`config.mk`:
```
export PLATFORM = sky130hd
export DESIGN_NAME = multicycle_control
export DESIGN_NICKNAME = d
export VERILOG_FILES = /design/src/rtl/multicycle_control.sv
export SDC_FILE = /design/constraint.sdc
export NUM_CORES = 1
export LEC_CHECK = 0
export CAP_MARGIN = 5
export CORE_MARGIN = 1.5
export CORE_UTILIZATION = 46
export DETAILED_ROUTE_END_ITERATION = 10
export PLACE_DENSITY = 0.82
export SYNTH_ARGS = -nofsm -noshare
export SYNTH_HDL_FRONTEND = slang
export SYNTH_SLANG_ARGS = --single-unit
export TNS_END_PERCENT = 10
```
`constraint.sdc`:
```
create_clock -name clk -period 3.04 [get_ports clk]
set_input_delay 0.608 -clock clk [delete_from_list [all_inputs] [get_ports clk]]
set_output_delay 0.608 -clock clk [all_outputs]
set_load 0.03 [all_outputs]
```
`src/rtl/multicycle_control.sv`:
```
// Multi-cycle MIPS control FSM: sequences a shared-memory datapath, stalls on
// MemReady, flags unsupported opcodes and counts retired instructions.
module multicycle_control #(
    parameter int                  OP_WIDTH  = 6,
    parameter int                  CNT_WIDTH = 32,
    parameter logic [OP_WIDTH-1:0] OP_RTYPE  = 6'h00,
    parameter logic [OP_WIDTH-1:0] OP_LW     = 6'h23,
    parameter logic [OP_WIDTH-1:0] OP_SW     = 6'h2B,
    parameter logic [OP_WIDTH-1:0] OP_BEQ    = 6'h04,
    parameter logic [OP_WIDTH-1:0] OP_J      = 6'h02,
    parameter logic [OP_WIDTH-1:0] OP_ADDI   = 6'h08
) (
    input  logic                 clk,
    input  logic                 rst,
    input  logic [OP_WIDTH-1:0]  Opcode,
    input  logic                 MemReady,
    output logic                 PCWrite,
    output logic                 PCWriteCond,
    output logic                 IorD,
    output logic                 MemRead,
    output logic                 MemWrite,
    output logic                 IRWrite,
    output logic                 MemtoReg,
    output logic                 RegDst,
    output logic                 RegWrite,
    output logic                 ALUSrcA,
    output logic [1:0]           ALUSrcB,
    output logic [1:0]           ALUOp,
    output logic [1:0]           PCSource,
    output logic                 IllegalOp,
    output logic [3:0]           State,
    output logic [CNT_WIDTH-1:0] InstrCount
);

    typedef enum logic [3:0] {
        S_FETCH  = 4'd0,  S_DECODE = 4'd1,  S_MEMADR = 4'd2,  S_MEMRD  = 4'd3,
        S_MEMWB  = 4'd4,  S_MEMWR  = 4'd5,  S_EXEC   = 4'd6,  S_ALUWB  = 4'd7,
        S_BRANCH = 4'd8,  S_JUMP   = 4'd9,  S_ADDIEX = 4'd10, S_ADDIWB = 4'd11
    } state_t;

    typedef struct packed {
        logic       pc_write;
        logic       pc_write_cond;
        logic       iord;
        logic       mem_read;
        logic       mem_write;
        logic       ir_write;
        logic       mem_to_reg;
        logic       reg_dst;
        logic       reg_write;
        logic       alu_src_a;
        logic [1:0] alu_src_b;
        logic [1:0] alu_op;
        logic [1:0] pc_source;
    } ctl_t;

    state_t               state, next_state;
    ctl_t                 ctl, ctl_out;
    logic                 retire;
    logic                 illegal_d, illegal_q;
    logic [CNT_WIDTH-1:0] count_q;

    // NOTE: sequential state uses non-blocking assignments so every register
    // samples the pre-edge values of the others.
    always_ff @(posedge clk or negedge rst) begin
        if (!rst) begin
            state     <= S_FETCH;
            illegal_q <= 1'b0;
            count_q   <= '0;
        end else begin
            state     <= next_state;
            illegal_q <= illegal_d;
            if (retire) count_q <= count_q + 1'b1;
        end
    end

    // NOTE: every signal gets a default before the case so no path can leave
    // one unassigned and infer a latch.
    always_comb begin
        ctl        = '0;
        next_state = S_FETCH;
        retire     = 1'b0;
        illegal_d  = 1'b0;
        unique case (state)
            S_FETCH: begin
                ctl.mem_read  = 1'b1;
                ctl.alu_src_b = 2'd1;
                ctl.ir_write  = MemReady;
                ctl.pc_write  = MemReady;
                next_state    = MemReady ? S_DECODE : S_FETCH;
            end
            S_DECODE: begin
                ctl.alu_src_b = 2'd3;
                case (Opcode)
                    OP_LW, OP_SW: next_state = S_MEMADR;
                    OP_RTYPE:     next_state = S_EXEC;
                    OP_BEQ:       next_state = S_BRANCH;
                    OP_J:         next_state = S_JUMP;
                    OP_ADDI:      next_state = S_ADDIEX;
                    default:      illegal_d  = 1'b1;
                endcase
            end
            S_MEMADR: begin
                ctl.alu_src_a = 1'b1;
                ctl.alu_src_b = 2'd2;
                next_state    = (Opcode == OP_SW) ? S_MEMWR : S_MEMRD;
            end
            S_MEMRD: begin
                ctl.mem_read = 1'b1;
                ctl.iord     = 1'b1;
                next_state   = MemReady ? S_MEMWB : S_MEMRD;
            end
            S_MEMWB: begin
                ctl.reg_write  = 1'b1;
                ctl.mem_to_reg = 1'b1;
                retire         = 1'b1;
            end
            S_MEMWR: begin
                ctl.mem_write = 1'b1;
                ctl.iord      = 1'b1;
                retire        = MemReady;
                next_state    = MemReady ? S_FETCH : S_MEMWR;
            end
            S_EXEC: begin
                ctl.alu_src_a = 1'b1;
                ctl.alu_op    = 2'd2;
                next_state    = S_ALUWB;
            end
            S_ALUWB: begin
                ctl.reg_write = 1'b1;
                ctl.reg_dst   = 1'b1;
                retire        = 1'b1;
            end
            S_BRANCH: begin
                ctl.alu_src_a     = 1'b1;
                ctl.alu_op        = 2'd1;
                ctl.pc_write_cond = 1'b1;
                ctl.pc_source     = 2'd1;
                retire            = 1'b1;
            end
            S_JUMP: begin
                ctl.pc_write  = 1'b1;
                ctl.pc_source = 2'd2;
                retire        = 1'b1;
            end
            S_ADDIEX: begin
                ctl.alu_src_a = 1'b1;
                ctl.alu_src_b = 2'd2;
                next_state    = S_ADDIWB;
            end
            S_ADDIWB: begin
                ctl.reg_write = 1'b1;
                retire        = 1'b1;
            end
            default: next_state = S_FETCH;
        endcase
    end

    // Reset forces every control line low immediately, without waiting for an edge.
    assign ctl_out     = rst ? ctl : '0;

    assign PCWrite     = ctl_out.pc_write;
    assign PCWriteCond = ctl_out.pc_write_cond;
    assign IorD        = ctl_out.iord;
    assign MemRead     = ctl_out.mem_read;
    assign MemWrite    = ctl_out.mem_write;
    assign IRWrite     = ctl_out.ir_write;
    assign MemtoReg    = ctl_out.mem_to_reg;
    assign RegDst      = ctl_out.reg_dst;
    assign RegWrite    = ctl_out.reg_write;
    assign ALUSrcA     = ctl_out.alu_src_a;
    assign ALUSrcB     = ctl_out.alu_src_b;
    assign ALUOp       = ctl_out.alu_op;
    assign PCSource    = ctl_out.pc_source;
    assign IllegalOp   = illegal_q;
    assign State       = state;
    assign InstrCount  = count_q;

endmodule

```
==> impl_metrics.py, run 1 <==
metrics = {
    "outcome": {
        "status": "completed",
    },
    "sta": {
        "finClkSkew_ns": 0.007967,
        "hold_violations": 0,
        "setup_ws_ns": 0.2886,
        "rsz0062_at_grt": "false",
        "fin_crit_sh_pct": 90.51,
        "max_slew.worst_pin.slew_ns": 0.5799,
        "fin_crit_ns": 2.751,
        "slew_viol_final": 0,
        "report.final.setup_viol": 0,
        "slew_headroom_pct": 61.34,
        "tns_ns": 0,
        "fmax_mhz": 363.4,
    },
    "cts": {
        "cts-root-buf": "clkbuf_8",
        "clk-insertion-delay-late_ns": 0.28,
        "cts_buffer_depth": 2,
        "hold_buffers": 0,
        "cts_setup_buffers": 0,
        "cts_buffers": 5,
        "h-tree-depth": 2,
        "clock-sinks": 37,
        "clk_pin_slew_ns": 0.07,
        "cts_tree": "yes",
        "post_cts_resized": 0,
    },
    "drt": {
        "dr.pass1.iters": 4,
        "routed_wl_mm": 4.595,
        "vias": 1796,
        "wl_per_cell_um": 14.05,
        "drc": 0,
        "routed_via_density": 5.492,
        "drtAntennaViolNets": 0,
        "first_iter_violations": 128,
    },
    "floorplan": {
        "die_y_um": 69.28,
        "rows": 23,
        "core_area_mm2": 0.004115,
        "die_area_mm2": 0.004800,
        "die_w_um": 69.28,
        "initial_core_util_pct": 49.10,
        "io_pins": 62,
    },
    "global_routing": {
        "grt_max_degree": 25,
        "antenna_found_initial": 0,
        "grt_pass1_wl_mm": 7.872,
        "grt_overflow": 0,
        "grtUsageTotal_pct": 19.88,
        "grt_pass1_vias": 1639,
    },
    "setup_path": {
        "critPathArrivalTime_ns": 2.14,
        "path_max_fanout": 16,
        "r2r_cells": 5,
        "r2r_slack_ns": 0.89,
        "path_class": "flop to primary output",
        "critical_path.endpoint_type": "primary output",
        "reg2reg_from": "State[3]",
        "critPathLaunchType": "flop",
        "r2r_end": "InstrCount[30]",
        "required_ns": 2.43,
    },
    "worst_hold_path": {
        "hold_class": "input port to asynchronous set/reset pin",
    },
    "finish": {
        "insertedDiodeCount": 0,
        "final_area_mm2": 0.002786,
        "final_cell_count_no_fill": 327,
        "fillers": 331,
        "area_growth_pct": 37.89,
        "fin_nets": 286,
        "drive_gt1_share_pct": 9.747,
    },
    "yosys": {
        "avgSynthCellArea_um2": 9.532,
        "netlist_area_mm2": 0.002021,
        "ys_async_sr_fraction_pct": 100.0,
        "syn_inst": 212,
        "synth_area_leaders": "dfrtp_1 46%, xor2_1 8.7%, xnor2_1 6.1%",
        "ys_ff_latch": 37,
        "synth_largest_area_cell": "dfrtp_1",
        "synth_top_area_share_pct": 45.82,
        "synth_edf_count": 0,
        "ys.flop_type": "dfrtp_1",
        "synth_nets": 222,
        "synth.yosys.seq_area_share_pct": 45.82,
        "synth_cell_type_count": 42,
        "ys_warn_count": 0,
    },
    "placed_design": {
        "gp_congestion": 0.8118,
        "dp_slack_ns": 0.4173,
        "hpwl_mm": 3.273,
        "io_buffers": 61,
        "dp.cells": 319,
        "post_dp_cell_area_mm2": 0.002670,
    },
    "run": {
        "max-cap-violations": 0,
    },
    "power_and_ir_drop": {
        "pwr-share-clk_pct": 31.4,
        "swShare_pct": 30.88,
        "p_leak_nw": 1.223,
        "p_comb_share_pct": 27.2,
        "internal_power_w": 0.0009459,
        "p_per_area_mw_per_mm2": 491.1,
        "p_switching_w": 0.0004225,
        "ir_worst_vdd_v": 0.0006064,
        "p_seq_share_pct": 41.3,
    },
}
[cell families (layout without fill, tap and decap cells)]
group | Yosys count | count (layout) | share of synthesized area [%]
buffers and inverters | 14 | 79 | 3.096
and+or+nand+nor | 110 | 110 | 30.03
DFF | 37 | 37 | 45.82
xor gates and xnor gates | 34 | 34 | 14.74
muxes | 1 | 1 | 0.5572
AOI/OAI and AO/OA | 15 | 15 | 5.139
adders and majority gates | 1 | 1 | 0.6191
[cell usage in the layout, fill, tap and decap left out, types with 2 or more instances in the layout]
master / count
nand3_1: 14
dfrtp_1: 37
and3_1: 4
inv_1: 5
nor4_1: 3
nand4_1: 5
and4_1: 2
buf_4: 10
nor3_1: 16
nor4b_1: 4
a21oi_1: 3
clkdlybuf4s50_1: 55
nand4_4: 2
o21a_1: 2
nand2_1: 20
clkbuf_8: 6
xor2_1: 20
xnor2_1: 14
or2_2: 2
o22ai_1: 2
nor2_1: 28
[per-layer routing]
metal  vias to the layer above  share of wire (%)  GRT usage [%]
li1                        858                  -              -
met1                       860                 43          26.46
met2                        70                 50          32.37
met3                         8                5.7          4.651
met4                         0                1.6          5.882
met5                         -                  0              0
[area by class of cell]
type	instances	area, um2	share of cell area, %
Multi-Input combinational cell	161	1032	37.05
Clock buffer	7	86.33	3.098
Inverter	5	18.77	0.6736
Sequential cell	37	925.9	33.23
Tap cell	50	62.56	2.245
Clock inverter	1	30.03	1.078
Timing Repair Buffer	66	630.6	22.63
[worst max path at each step]
stage              from             end  slack (ns)  cells past startpoint
2_1_floorplan  State[2]         PCWrite        0.25                      5
3_3_place_gp   MemReady  InstrCount[29]        0.47                      6
3_5_place_dp   MemReady  InstrCount[29]        0.42                      6
4_1_cts        State[3]         ALUSrcA        0.28                      3
5_1_grt        State[2]        RegWrite        0.09                      4
6_report       State[2]        RegWrite        0.29                      4
[state kept, by name (all words and copies together) (netlist names)]
signal      cells
IllegalOp       1
InstrCount     32
State           4
[power by group through the flow]
stage / clock [W] / combinational, W / sequential (W)
floorplan: 0 / 0.000156 / 0.000641
global placement: 0 / 0.000368 / 0.000575
detailed placement: 0 / 0.000372 / 0.000575
CTS: 0.000441 / 0.000375 / 0.000566
global route: 0.000468 / 0.000400 / 0.000573
finish: 0.000430 / 0.000373 / 0.000566
[stage by stage]
| step | total power [W] | util, % | hold WS, ns |
|---|---|---|---|
| 2_1_floorplan | 0.0007966 | - | 0.3124 |
| 3_3_place_gp | 0.0009424 | 64.88 | 0.4602 |
| 3_5_place_dp | 0.0009465 | 64.88 | 0.4681 |
| 4_1_cts | 0.001383 | 67.71 | 0.3553 |
| 5_1_grt | 0.001441 | 67.71 | 0.3740 |
| 6_report | 0.001368 | 67.71 | 0.3519 |
[cell usage after synthesis, types with 2 or more instances]
cell / count
dfrtp_1: 37
nor2_1: 28
nand2_1: 20
xor2_1: 20
nor3_1: 16
nand3_1: 14
xnor2_1: 14
inv_1: 5
nand4_1: 5
and3_1: 4
nor4b_1: 4
a21oi_1: 3
clkbuf_1: 3
nor4_1: 3
and4_1: 2
buf_1: 2
buf_2: 2
buf_4: 2
nand4_4: 2
o21a_1: 2
o22ai_1: 2
or2_2: 2
[worst max-delay path, cell delays in order (launching register included)]
cell             delay [ns]
dfrtp_1                0.65
inv_1                  0.17
nor4_1                 0.21
o21a_1                 0.17
clkdlybuf4s50_1        0.66
No activity file was read; power rests on OpenSTA's default activity.
==> run 2: changes to the inputs <==
- CAP_MARGIN: 5 -> not set
- HOLD_SLACK_MARGIN: not set -> 0.08
- PLACE_DENSITY: 0.82 -> 0.83
==> run 2 against run 1 <==
  * First-iteration DRC count is 34% higher
  * Via count is 2.7% lower
  * Non-clock buffer count is 1 lower
  * Largest power group unchanged
  * Cell count is 0.31% lower
  * Register-to-register slack better by 0.08 ns
==> impl_metrics.py, run 2 (synthesized netlist as in run 1, its figures left out) <==
metrics = {
    "cts": {
        "h-tree-depth": 2,
        "clock-sinks": 37,
        "hold_buffers": 0,
        "cts_setup_buffers": 0,
        "cts-root-buf": "clkbuf_8",
        "cts_tree": "yes",
        "cts_buffers": 5,
        "clk-insertion-delay-late_ns": 0.28,
        "post_cts_resized": 0,
        "cts_buffer_depth": 2,
        "clk_pin_slew_ns": 0.07,
    },
    "global_routing": {
        "antenna_found_initial": 0,
        "grt_max_degree": 37,
        "grt_overflow": 0,
        "grtUsageTotal_pct": 19.23,
        "grt_pass1_vias": 1707,
        "grt_pass1_wl_mm": 7.734,
    },
    "setup_path": {
        "path_max_fanout": 20,
        "critPathMaxStageDelay_ns": 0.73,
        "crit_path_cell_trace": "nand3_1, nor3_1, clkdlybuf4s50_1",
        "cp_num_buf_inv": 1,
        "critPathLaunch": "State[3]",
        "r2r_slack_ns": 0.97,
        "required_ns": 2.43,
        "critical_path.endpoint_type": "primary output",
        "cp.depth": 3,
        "r2r_end": "InstrCount[17]",
        "critPathLaunchType": "flop",
        "r2r_cells": 6,
        "reg2reg_from": "State[2]",
        "path_class": "flop to primary output",
        "critPathArrivalTime_ns": 2.18,
        "endpoint": "PCWriteCond",
        "cp_top_family": "buffers and inverters",
        "slowest_stage": "clkdlybuf4s50_1",
    },
    "finish": {
        "fin_nets": 285,
        "insertedDiodeCount": 0,
        "layout_commonest_cell": "clkdlybuf4s50_1",
        "area_growth_pct": 37.03,
        "final_area_mm2": 0.002769,
        "final_cell_count_no_fill": 326,
        "layout_common_cells": "57 x clkdlybuf4s50_1, 37 x dfrtp_1, 28 x nor2_1, 20 x nand2_1, 20 x xor2_1",
        "drive_gt1_share_pct": 9.058,
        "largest_register_ffs": 32,
    },
    "run": {
        "max-cap-violations": 0,
    },
    "sta": {
        "rsz0062_at_grt": "false",
        "fin_crit_sh_pct": 91.76,
        "finClkSkew_ns": 0.006126,
        "fmax_mhz": 358.5,
        "fin_crit_ns": 2.790,
        "max_slew.worst_pin.slew_ns": 0.5628,
        "slew_viol_final": 0,
        "report.final.setup_viol": 0,
        "slew_headroom_pct": 62.48,
        "tns_ns": 0,
        "hold_ws_ns": 0.1427,
        "hold_violations": 0,
    },
    "drt": {
        "wl_per_cell_um": 13.51,
        "drc": 0,
        "routed_via_density": 5.359,
        "first_iter_violations": 172,
        "vias": 1747,
        "routed_wl_mm": 4.405,
        "drtAntennaViolNets": 0,
        "dr.pass1.iters": 4,
    },
    "floorplan": {
        "initial_core_util_pct": 49.10,
        "die_area_mm2": 0.004800,
        "io_pins": 62,
        "rows": 23,
        "core_area_mm2": 0.004115,
        "die_y_um": 69.28,
        "die_w_um": 69.28,
    },
    "placed_design": {
        "post_dp_cell_area_mm2": 0.002668,
        "gp_congestion": 0.8269,
        "dp.cells": 318,
        "hpwl_mm": 3.291,
        "io_buffers": 61,
    },
    "power_and_ir_drop": {
        "p_total_w": 0.001309,
        "p_per_area_mw_per_mm2": 472.9,
        "p_leak_nw": 1.210,
        "ir_worst_vdd_v": 0.0005665,
    },
    "outcome": {
        "status": "completed",
    },
    "worst_hold_path": {
        "hold_class": "input port to asynchronous set/reset pin",
    },
}
run 2: changes by cell type in the layout (fill, tap and decap cells not counted):
cell / previous run / this run
buf_4: 10 / 7
bufinv_16: 1 / 0
clkbuf_1: 1 / 0
clkbuf_8: 6 / 7
clkdlybuf4s50_1: 55 / 57
clkinv_2: 0 / 1
run 2: metrics by stage:
step                utilization (%)  setup WS (ns)
global route                  67.28         0.1200
floorplan                         -         0.2525
CTS                           67.28         0.2295
finish                        67.28         0.2504
global placement              64.82         0.5260
detailed placement            64.82         0.5003
run 2: metal layers:
layer	share of wire, %	track usage [%]
met5	0	0
met4	0.89	5.664
met3	6.3	4.651
met2	48	31.20
met1	45	25.56
run 2: where the power goes:
part | internal [W] | leakage (nW) | switching, W | total [W]
clock network | 0.000205 | 0.0542 | 0.000165 | 0.000370
logic | 0.000151 | 0.659 | 0.000213 | 0.000364
registers | 0.000527 | 0.496 | 0.0000492 | 0.000576
run 2: how the worst min path moves through the flow:
stage          slack [ns]         to  from
6_report             0.14   State[0]   rst
3_5_place_dp         0.43   State[0]   rst
5_1_grt              0.14   State[0]   rst
3_3_place_gp         0.43   State[0]   rst
4_1_cts              0.14   State[0]   rst
2_1_floorplan        0.31  IllegalOp   rst
run 2: layout make-up:
class	count	area [um2]
inverter	5	18.77
clock buffer	7	96.34
tap	50	62.56
timing repair buffer	65	628.1
sequential	37	925.9
multi-input combinational	161	1032
clock inverter	1	5.005
fill	337	1346
run 2: worst register-to-register path, cell delays in order, from the launching register on:
cell and delay, ns:
dfrtp_1 0.57, and2_4 0.29, nor4_4 0.43, buf_4 0.25
and3_1 0.17, nand3_1 0.09, xnor2_1 0.15
==> run 3: changes to the inputs <==
- REMOVE_ABC_BUFFERS: not set -> 1
==> run 3 against run 2 <==
  * Register-to-register slack worse by 0.03 ns
  * Setup slack lost 0.056 ns
  * Cell area is 0.81% higher
  * Fmax shrank 2.0%
  * First-iteration DRC count down 53%
  * Critical endpoint is now RegWrite
  * Largest power group unchanged
==> impl_metrics.py, run 3 (synthesized netlist as in run 1, its figures left out) <==
metrics = {
    "floorplan": {
        "die_area_mm2": 0.004800,
        "die_w_um": 69.28,
        "rows": 23,
        "io_pins": 62,
        "die_y_um": 69.28,
        "core_area_mm2": 0.004115,
        "initial_core_util_pct": 49.10,
    },
    "setup_path": {
        "path_class": "flop to primary output",
        "r2r_cells": 6,
        "critical_path.endpoint_type": "primary output",
        "required_ns": 2.43,
        "path_max_fanout": 16,
        "critPathLaunchType": "flop",
        "r2r_end": "InstrCount[30]",
        "r2r_slack_ns": 0.94,
        "reg2reg_from": "State[3]",
        "critPathArrivalTime_ns": 2.24,
    },
    "cts": {
        "cts_setup_buffers": 0,
        "cts_buffer_depth": 2,
        "h-tree-depth": 2,
        "cts_buffers": 5,
        "cts_tree": "yes",
        "cts-root-buf": "clkbuf_8",
        "clk-insertion-delay-late_ns": 0.29,
        "clock-sinks": 37,
        "clk_pin_slew_ns": 0.08,
    },
    "drt": {
        "routed_wl_mm": 4.570,
        "dr.pass1.iters": 4,
        "wl_per_cell_um": 14.06,
        "drc": 0,
        "first_iter_violations": 80,
        "drtAntennaViolNets": 0,
        "routed_via_density": 5.406,
        "vias": 1757,
    },
    "global_routing": {
        "grt_pass1_vias": 1668,
        "grt_overflow": 0,
        "antenna_found_initial": 0,
        "grt_pass1_wl_mm": 7.693,
        "grt_max_degree": 28,
        "grtUsageTotal_pct": 19.19,
    },
    "sta": {
        "fmax_mhz": 351.4,
        "slew_viol_final": 0,
        "finClkSkew_ns": 0.006565,
        "hold_violations": 0,
        "rsz0062_at_grt": "false",
        "report.final.setup_viol": 0,
        "fin_crit_sh_pct": 93.61,
        "fin_crit_ns": 2.846,
        "max_slew.worst_pin.slew_ns": 0.5958,
        "tns_ns": 0,
        "slew_headroom_pct": 60.28,
    },
    "power_and_ir_drop": {
        "p_switching_w": 0.0004499,
        "ir_worst_vdd_v": 0.0003926,
        "internal_power_w": 0.001005,
        "p_seq_share_pct": 40.1,
        "p_per_area_mw_per_mm2": 521.0,
        "pwr-share-clk_pct": 35.0,
        "p_comb_share_pct": 24.9,
        "swShare_pct": 30.93,
        "p_leak_nw": 1.224,
    },
    "placed_design": {
        "dp.cells": 317,
        "gp_congestion": 0.8135,
        "hpwl_mm": 3.320,
        "post_dp_cell_area_mm2": 0.002653,
        "io_buffers": 61,
    },
    "finish": {
        "final_area_mm2": 0.002791,
        "final_cell_count_no_fill": 325,
        "fin_nets": 284,
        "largest_register_ffs": 32,
        "layout_commonest_cell": "clkdlybuf4s50_1",
        "area_growth_pct": 38.14,
        "fin_util_pct": 67.83,
        "layout_common_cells": "54 x clkdlybuf4s50_1, 36 x dfrtp_1, 28 x nor2_1, 20 x nand2_1, 20 x xor2_1",
        "drive_gt1_share_pct": 10.18,
        "insertedDiodeCount": 0,
    },
    "outcome": {
        "status": "completed",
    },
    "worst_hold_path": {
        "hold_class": "input port to asynchronous set/reset pin",
    },
    "run": {
        "max-cap-violations": 0,
    },
}
[run 3: cell types whose count changed in the layout (fill, tap and decap cells not counted)]
cell / before / now
inv_6: 0 / 1
clkdlybuf4s50_1: 57 / 54
clkinv_2: 1 / 0
clkbuf_8: 7 / 5
dfrtp_1: 37 / 36
bufinv_16: 0 / 2
buf_4: 7 / 9
dfrtp_2: 0 / 1
[run 3: layout make-up]
class	count	area, um2
Clock buffer	5	68.82
Clock inverter	3	68.82
Fill cell	333	1324
Inverter	5	18.77
Multi-Input combinational cell	161	1032
Sequential cell	37	927.1
Tap cell	50	62.56
Timing Repair Buffer	64	613.1
[run 3: through the flow]
stage | setup WS (ns) | hold slack, ns | power [W]
after floorplan | 0.1220 | 0.3124 | 0.0007893
after global placement | 0.4119 | 0.4770 | 0.0009410
after detailed placement | 0.4212 | 0.4768 | 0.0009504
after CTS | 0.08403 | 0.2096 | 0.001461
after global routing | 0.09011 | 0.2179 | 0.001516
final | 0.1941 | 0.2191 | 0.001454
[run 3: power groups by stage]
stage | Clock (W) | Combinational (W) | Sequential, W
2_1_floorplan | 0 | 0.000137 | 0.000652
3_3_place_gp | 0 | 0.000354 | 0.000587
3_5_place_dp | 0 | 0.000361 | 0.000590
4_1_cts | 0.000518 | 0.000362 | 0.000581
5_1_grt | 0.000541 | 0.000385 | 0.000591
6_report | 0.000510 | 0.000362 | 0.000583
[run 3: how the worst max path moves through the flow]
stage | from | to | slack, ns | cells past startpoint
after global placement | State[0] | ALUSrcB[1] | 0.41 | 4
after CTS | State[0] | ALUSrcB[1] | 0.08 | 4
final | State[2] | RegWrite | 0.19 | 4
after floorplan | State[2] | PCWrite | 0.12 | 5
after global routing | State[2] | RegWrite | 0.09 | 4
after detailed placement | State[0] | ALUSrcB[1] | 0.42 | 4
[run 3: what timing repair did]
action,4_1_cts,5_1_grt
resized for setup,0,1
endpoints found under the hold margin,0,0
hold buffers,0,0
endpoints found under the setup margin,0,1
[run 3: layer usage]
layer	share of wire (%)	wire, um	vias to the layer above	track usage (%)
li1	-	-	857	-
met1	46	2091	836	25.23
met2	48	2216	59	32.48
met3	4.8	221	5	4.360
met4	0.88	40	0	3.922
met5	0	0	-	0
[run 3: worst max-delay path: stages (launching register included)]
cell and delay [ns]:
dfrtp_1 0.68, inv_1 0.20, nor4_1 0.25, o21a_1 0.17, clkdlybuf4s50_1 0.66
==> edit 1, RTL diff (flow settings as in run 2) <==
The parameter `OP_WIDTH` goes from 6 to 12.
--- a/src/rtl/multicycle_control.sv
+++ b/src/rtl/multicycle_control.sv
@@ -1,7 +1,7 @@
 // Multi-cycle MIPS control FSM: sequences a shared-memory datapath, stalls on
 // MemReady, flags unsupported opcodes and counts retired instructions.
 module multicycle_control #(
-    parameter int                  OP_WIDTH  = 6,
+    parameter int                  OP_WIDTH  = 12,
     parameter int                  CNT_WIDTH = 32,
     parameter logic [OP_WIDTH-1:0] OP_RTYPE  = 6'h00,
     parameter logic [OP_WIDTH-1:0] OP_LW     = 6'h23,
Ports: changed (resized Opcode); port bits go from 62 to 68. No check against the original RTL was run, so the function may have changed too.
==> edit 1 against run 2 <==
- die area up 12%
- highest routed layer unchanged
- wire length is 21% higher
- largest cell class unchanged
- synthesized area rose by 13%
- cell area is 11% higher
- sequential cell count stayed put
- worst setup slack got worse by 0.094 ns
Power is not compared: it rests on default switching activity, and its combinational part moved more than twofold at a synthesized area within 25%.
==> edit 1: results (changes against run 2) <==
Status - finished, final reports clean
Top cells by area, synth - dfrtp_1, xnor2_1, xor2_1, nand4_1, nand4_4
CP Launch Type - flip-flop
Worst setup path end - ALUSrcB[1]
First-pass GRT wire length - 8830 µm (+14%)
Final nets - 309 (+8.4%)
Worst Path Max Fanout - 20 (unchanged)
Worst r2r src - State[0]$_DFF_PN0_
Number of DRC markers in iteration 0 - 93 (-46%)
Post-Route WL - 5330 µm (+21%)
Placed cell areas - 2980 µm² (+12%)
Crit Reg-Reg Endpoint - InstrCount[14]$_DFFE_PN0P_
Rel. slew slack - 57.4% (-5.1 points)
Cells after Synth - 228 (+7.5%)
Layout cells sized above 1 - 9.90% (+0.84 points)
Placed insts - 353 (+11%)
GP Congestion - 0.842 (+1.9%)
R2r worst-path depth - 4 (-2)
Post-CTS sizing - 0 (unchanged)
Total vias in the final route - 1973 (+13%)
Buffers on Ports - 67 (+9.8%)
H-tree Lvls - 2 (unchanged)
GRT Resource Usage Total - 21.1% (+1.8 points)
Largest net degree at the start of global routing - 29 (-22%)
Syn_nets - 244 (+9.9%)
Non-Filler Instances - 360 (+10%)
Distinct cells, synth - 50 (+19%)
Sequential share of the synthesized area - 40.6% (-5.2 points)
Met2 wire len - 2580 µm (+22%)
Wl on met1 - 2420 µm (+23%)
Post-synth top cells - dfrtp_1, xnor2_1, nand2_1, xor2_1, nand4_1
Clk_skew - 0.00252 ns (-0.00360 ns)
Peak VDD IR - 0.204 mV
HPWL after DPL - 3980 µm (+21%)
Number of fill cells in the layout - 415 (+23%)
WL met3 - 261 µm (-5.8%)
Number of global-route vias before repair - 1815 (+6.3%)
Clk_lat worst skew - 0.28 ns (about the same)
## edit 1: how the worst min path moves through the flow
stage / from / end / slack (ns)
after CTS: rst / InstrCount[27]$_DFFE_PN0P_ / 0.30
after global placement: InstrCount[31]$_DFFE_PN0P_ / InstrCount[31]$_DFFE_PN0P_ / 0.46
after global routing: rst / InstrCount[28]$_DFFE_PN0P_ / 0.32
after detailed placement: InstrCount[31]$_DFFE_PN0P_ / InstrCount[31]$_DFFE_PN0P_ / 0.46
final: rst / InstrCount[27]$_DFFE_PN0P_ / 0.31
after floorplan: rst / IllegalOp$_DFF_PN0_ / 0.31
## edit 1: cell type report
type                            instances  area share [%]
Sequential cell                        37            30.2
Multi-Input combinational cell        176            41.4
Clock buffer                            7            2.82
Timing Repair Buffer                   70            22.4
Tap cell                               67            2.74
Inverter                                3           0.368
## edit 1: stage by stage
step,hold WS (ns),setup WS (ns)
after floorplan,0.312,0.377
after global placement,0.456,0.269
after detailed placement,0.463,0.256
after CTS,0.305,0.176
after global routing,0.320,0.0339
final,0.310,0.156
## edit 1: cells by family (layout without fill, tap and decap cells)
kind of cell	after synthesis	after routing	synth area share, %
buf+inv	15	80	3.73
simple gates	122	122	36.9
compound gates	19	19	5.16
xor+xnor	34	34	13.1
fa+ha+maj	1	1	0.549
flops	37	37	40.6
## edit 1: power groups by stage
stage	logic [W]	registers (W)	clock network, W
2_1_floorplan	0.0000332	0.000515	0
3_3_place_gp	0.0000862	0.000513	0
3_5_place_dp	0.0000873	0.000513	0
4_1_cts	0.0000875	0.000504	0.000343
5_1_grt	0.0000952	0.000505	0.000370
6_report	0.0000867	0.000504	0.000335
## edit 1: per-layer routing
metal / vias up / track usage [%]
met5: - / 0
met4: 0 / 6.79
met3: 7 / 3.98
met2: 62 / 33.2
met1: 944 / 29.3
li1: 960 / -
## edit 1: worst max-delay path, cell delays in order, from the launching register on
cell	delay (ns)
dfrtp_1	0.72
nand2b_1	0.25
o21ai_0	0.18
and3b_1	0.18
clkdlybuf4s50_1	0.67
==> edit 2, RTL diff (flow settings as in run 2) <==
Without the edit above. Put one more register stage on the output `InstrCount`. The value now appears one clock later. The other outputs are not delayed to match.
--- a/src/rtl/multicycle_control.sv
+++ b/src/rtl/multicycle_control.sv
@@ -174,7 +174,9 @@
     assign PCSource    = ctl_out.pc_source;
     assign IllegalOp   = illegal_q;
     assign State       = state;
-    assign InstrCount  = count_q;
+    always_ff @(posedge clk) begin
+        InstrCount <= count_q;
+    end
 
 endmodule
 
Check against the original RTL: not equivalent (Yosys sat finds a counterexample within 4 cycles, from zero or initial values and one cycle with rst low).
==> edit 2 against run 2 <==
- core utilization fell by 3.7 points
- count of clock-buffer cells in the layout rose by 3
- worst setup slack worse by 0.12 ns
- cell area increased by 29%
- total power rose by 72%
- wire length rose by 22%
- synthesized area increased by 34%
- synthesized cell count is 15% higher
- sequential cell count increased by 32
- first-iteration DRC count fell by 67%
- critical path type unchanged
==> edit 2: results (changes against run 2) <==
Placed cell areas - 3340 µm² (+25%)
Post-Route WL - 5360 µm (+22%)
Post-synthesis mux area share - 0.783% (+0.23 points)
Post-Place Setup Slack - 0.352 ns (-0.149 ns)
GRT Resource Usage Total - 17.9% (-1.4 points)
Placed insts - 367 (+15%)
Post-synth top cells - dfrtp_1, dfxtp_1, xnor2_1, nor3_1, nor2_1
Die Wd - 79.8 µm (+15%)
Worst R2R Setup Slack - 0.68 ns (-0.29 ns)
Final Critical Period - 2.91 ns (+0.122 ns)
Wire per inst - 14.0 µm (+3.6%)
Worst Path Max Fanout - 16 (-20%)
Slowest-stage cell, CP - dfrtp_1
Prevailing post-synth register cell - dfrtp_1
Clk_skew - 0.00831 ns (+0.00218 ns)
Static Leak - 1.48 nW (+22%)
Worst Setup SP - State[1]$_DFF_PN0_
FF+latch count - 69 (+86%)
Clock buf count - 10 (+3)
Post-Syn Area - 2720 µm² (+34%)
Sequential share of cell area - 44.0% (+11 points)
Sequential share of the synthesized area - 57.7% (+12 points)
Clk_lat worst skew - 0.34 ns (+0.06 ns)
Bufs w/o clock - 62 (-4.6%)
Compound-Gate Fraction of Synth Area - 4.06% (-1.1 points)
Number of DRC markers in iteration 0 - 57 (-67%)
Distinct cells, synth - 41 (-2.4%)
Final nets - 316 (+11%)
DRT Pass-1 Iters - 4 (unchanged)
Crit-path max cell delay - 0.68 ns (-0.05 ns)
CTS buffer count - 9 (+4)
Cells after Synth - 244 (+15%)
Clk tree area frac - 6.29% (+2.6 points)
GP Congestion - 0.846 (+2.2%)
Arr. time, crit path - 2.30 ns (+0.12 ns)
Synth Area in Adders - 0.461% (-0.16 points)
Syn_nets - 254 (+14%)
XOR/XNOR Fraction of Synth Area - 11.3% (-3.4 points)
HPWL after DPL - 3700 µm (+12%)
First-pass GRT wire length - 8650 µm (+12%)
Multi-In Gates - 160 (-0.62%)
R2r worst-path depth - 5 (-1)
Worst setup path end - ALUSrcB[1]
Number of fill cells in the layout - 471 (+40%)
Final hold slack - 0.129 ns (-0.0134 ns)
Worst r2r src - State[3]$_DFF_PN0_
Area added between synthesis and finish - 31.2%
Top cells by area, synth - dfrtp_1, dfxtp_1, xnor2_1, nor3_1, xor2_1
Status - finished, final reports clean
Async S/R FF share, synth - 53.6% (-46 points)
Rel. slew slack - 58.4% (-4.1 points)
Crit Reg-Reg Endpoint - count_q[18]$_DFFE_PN0P_
Multi-input combinational area share - 30.0% (-7.3 points)
Number of global-route vias before repair - 1830 (+7.2%)
Largest net degree at the start of global routing - 33 (-11%)
Inverters - 4 (-1)
Peak VDD IR - 0.375 mV (-34%)
Total vias in the final route - 2000 (+14%)
Layout cells sized above 1 - 10.9% (+1.9 points)
Signal buffers share of area - 16.8% (-5.9 points)
## edit 2: changes by cell type after synthesis, moves of 3 or more
cell and delta:
dfxtp_1 +32, xnor2_1 +10, nor2_1 -9, xor2_1 -9, and3_1 +4, nand4_1 +4, nor3_1 +4, clkbuf_1 +3
nand3_1 -3, nor4_1 -3
## edit 2: metal layers
metal  share of wire (%)  vias to the layer above  global-route usage, %  routed length, µm
met4                 1.6                        0                   8.28                 86
met3                 5.6                       10                   5.14                298
met1                  44                      962                   22.7               2370
met5                   0                        -                      0                  0
met2                  49                       61                   28.1               2600
li1                    -                      967                      -                  -
## edit 2: power breakdown
part / leakage (nW) / switching (W) / internal [W]
Combinational: 0.609 / 0.000226 / 0.000164
Clock: 0.112 / 0.000328 / 0.000482
Sequential: 0.755 / 0.0000870 / 0.000968
Total: 1.48 / 0.000641 / 0.00161
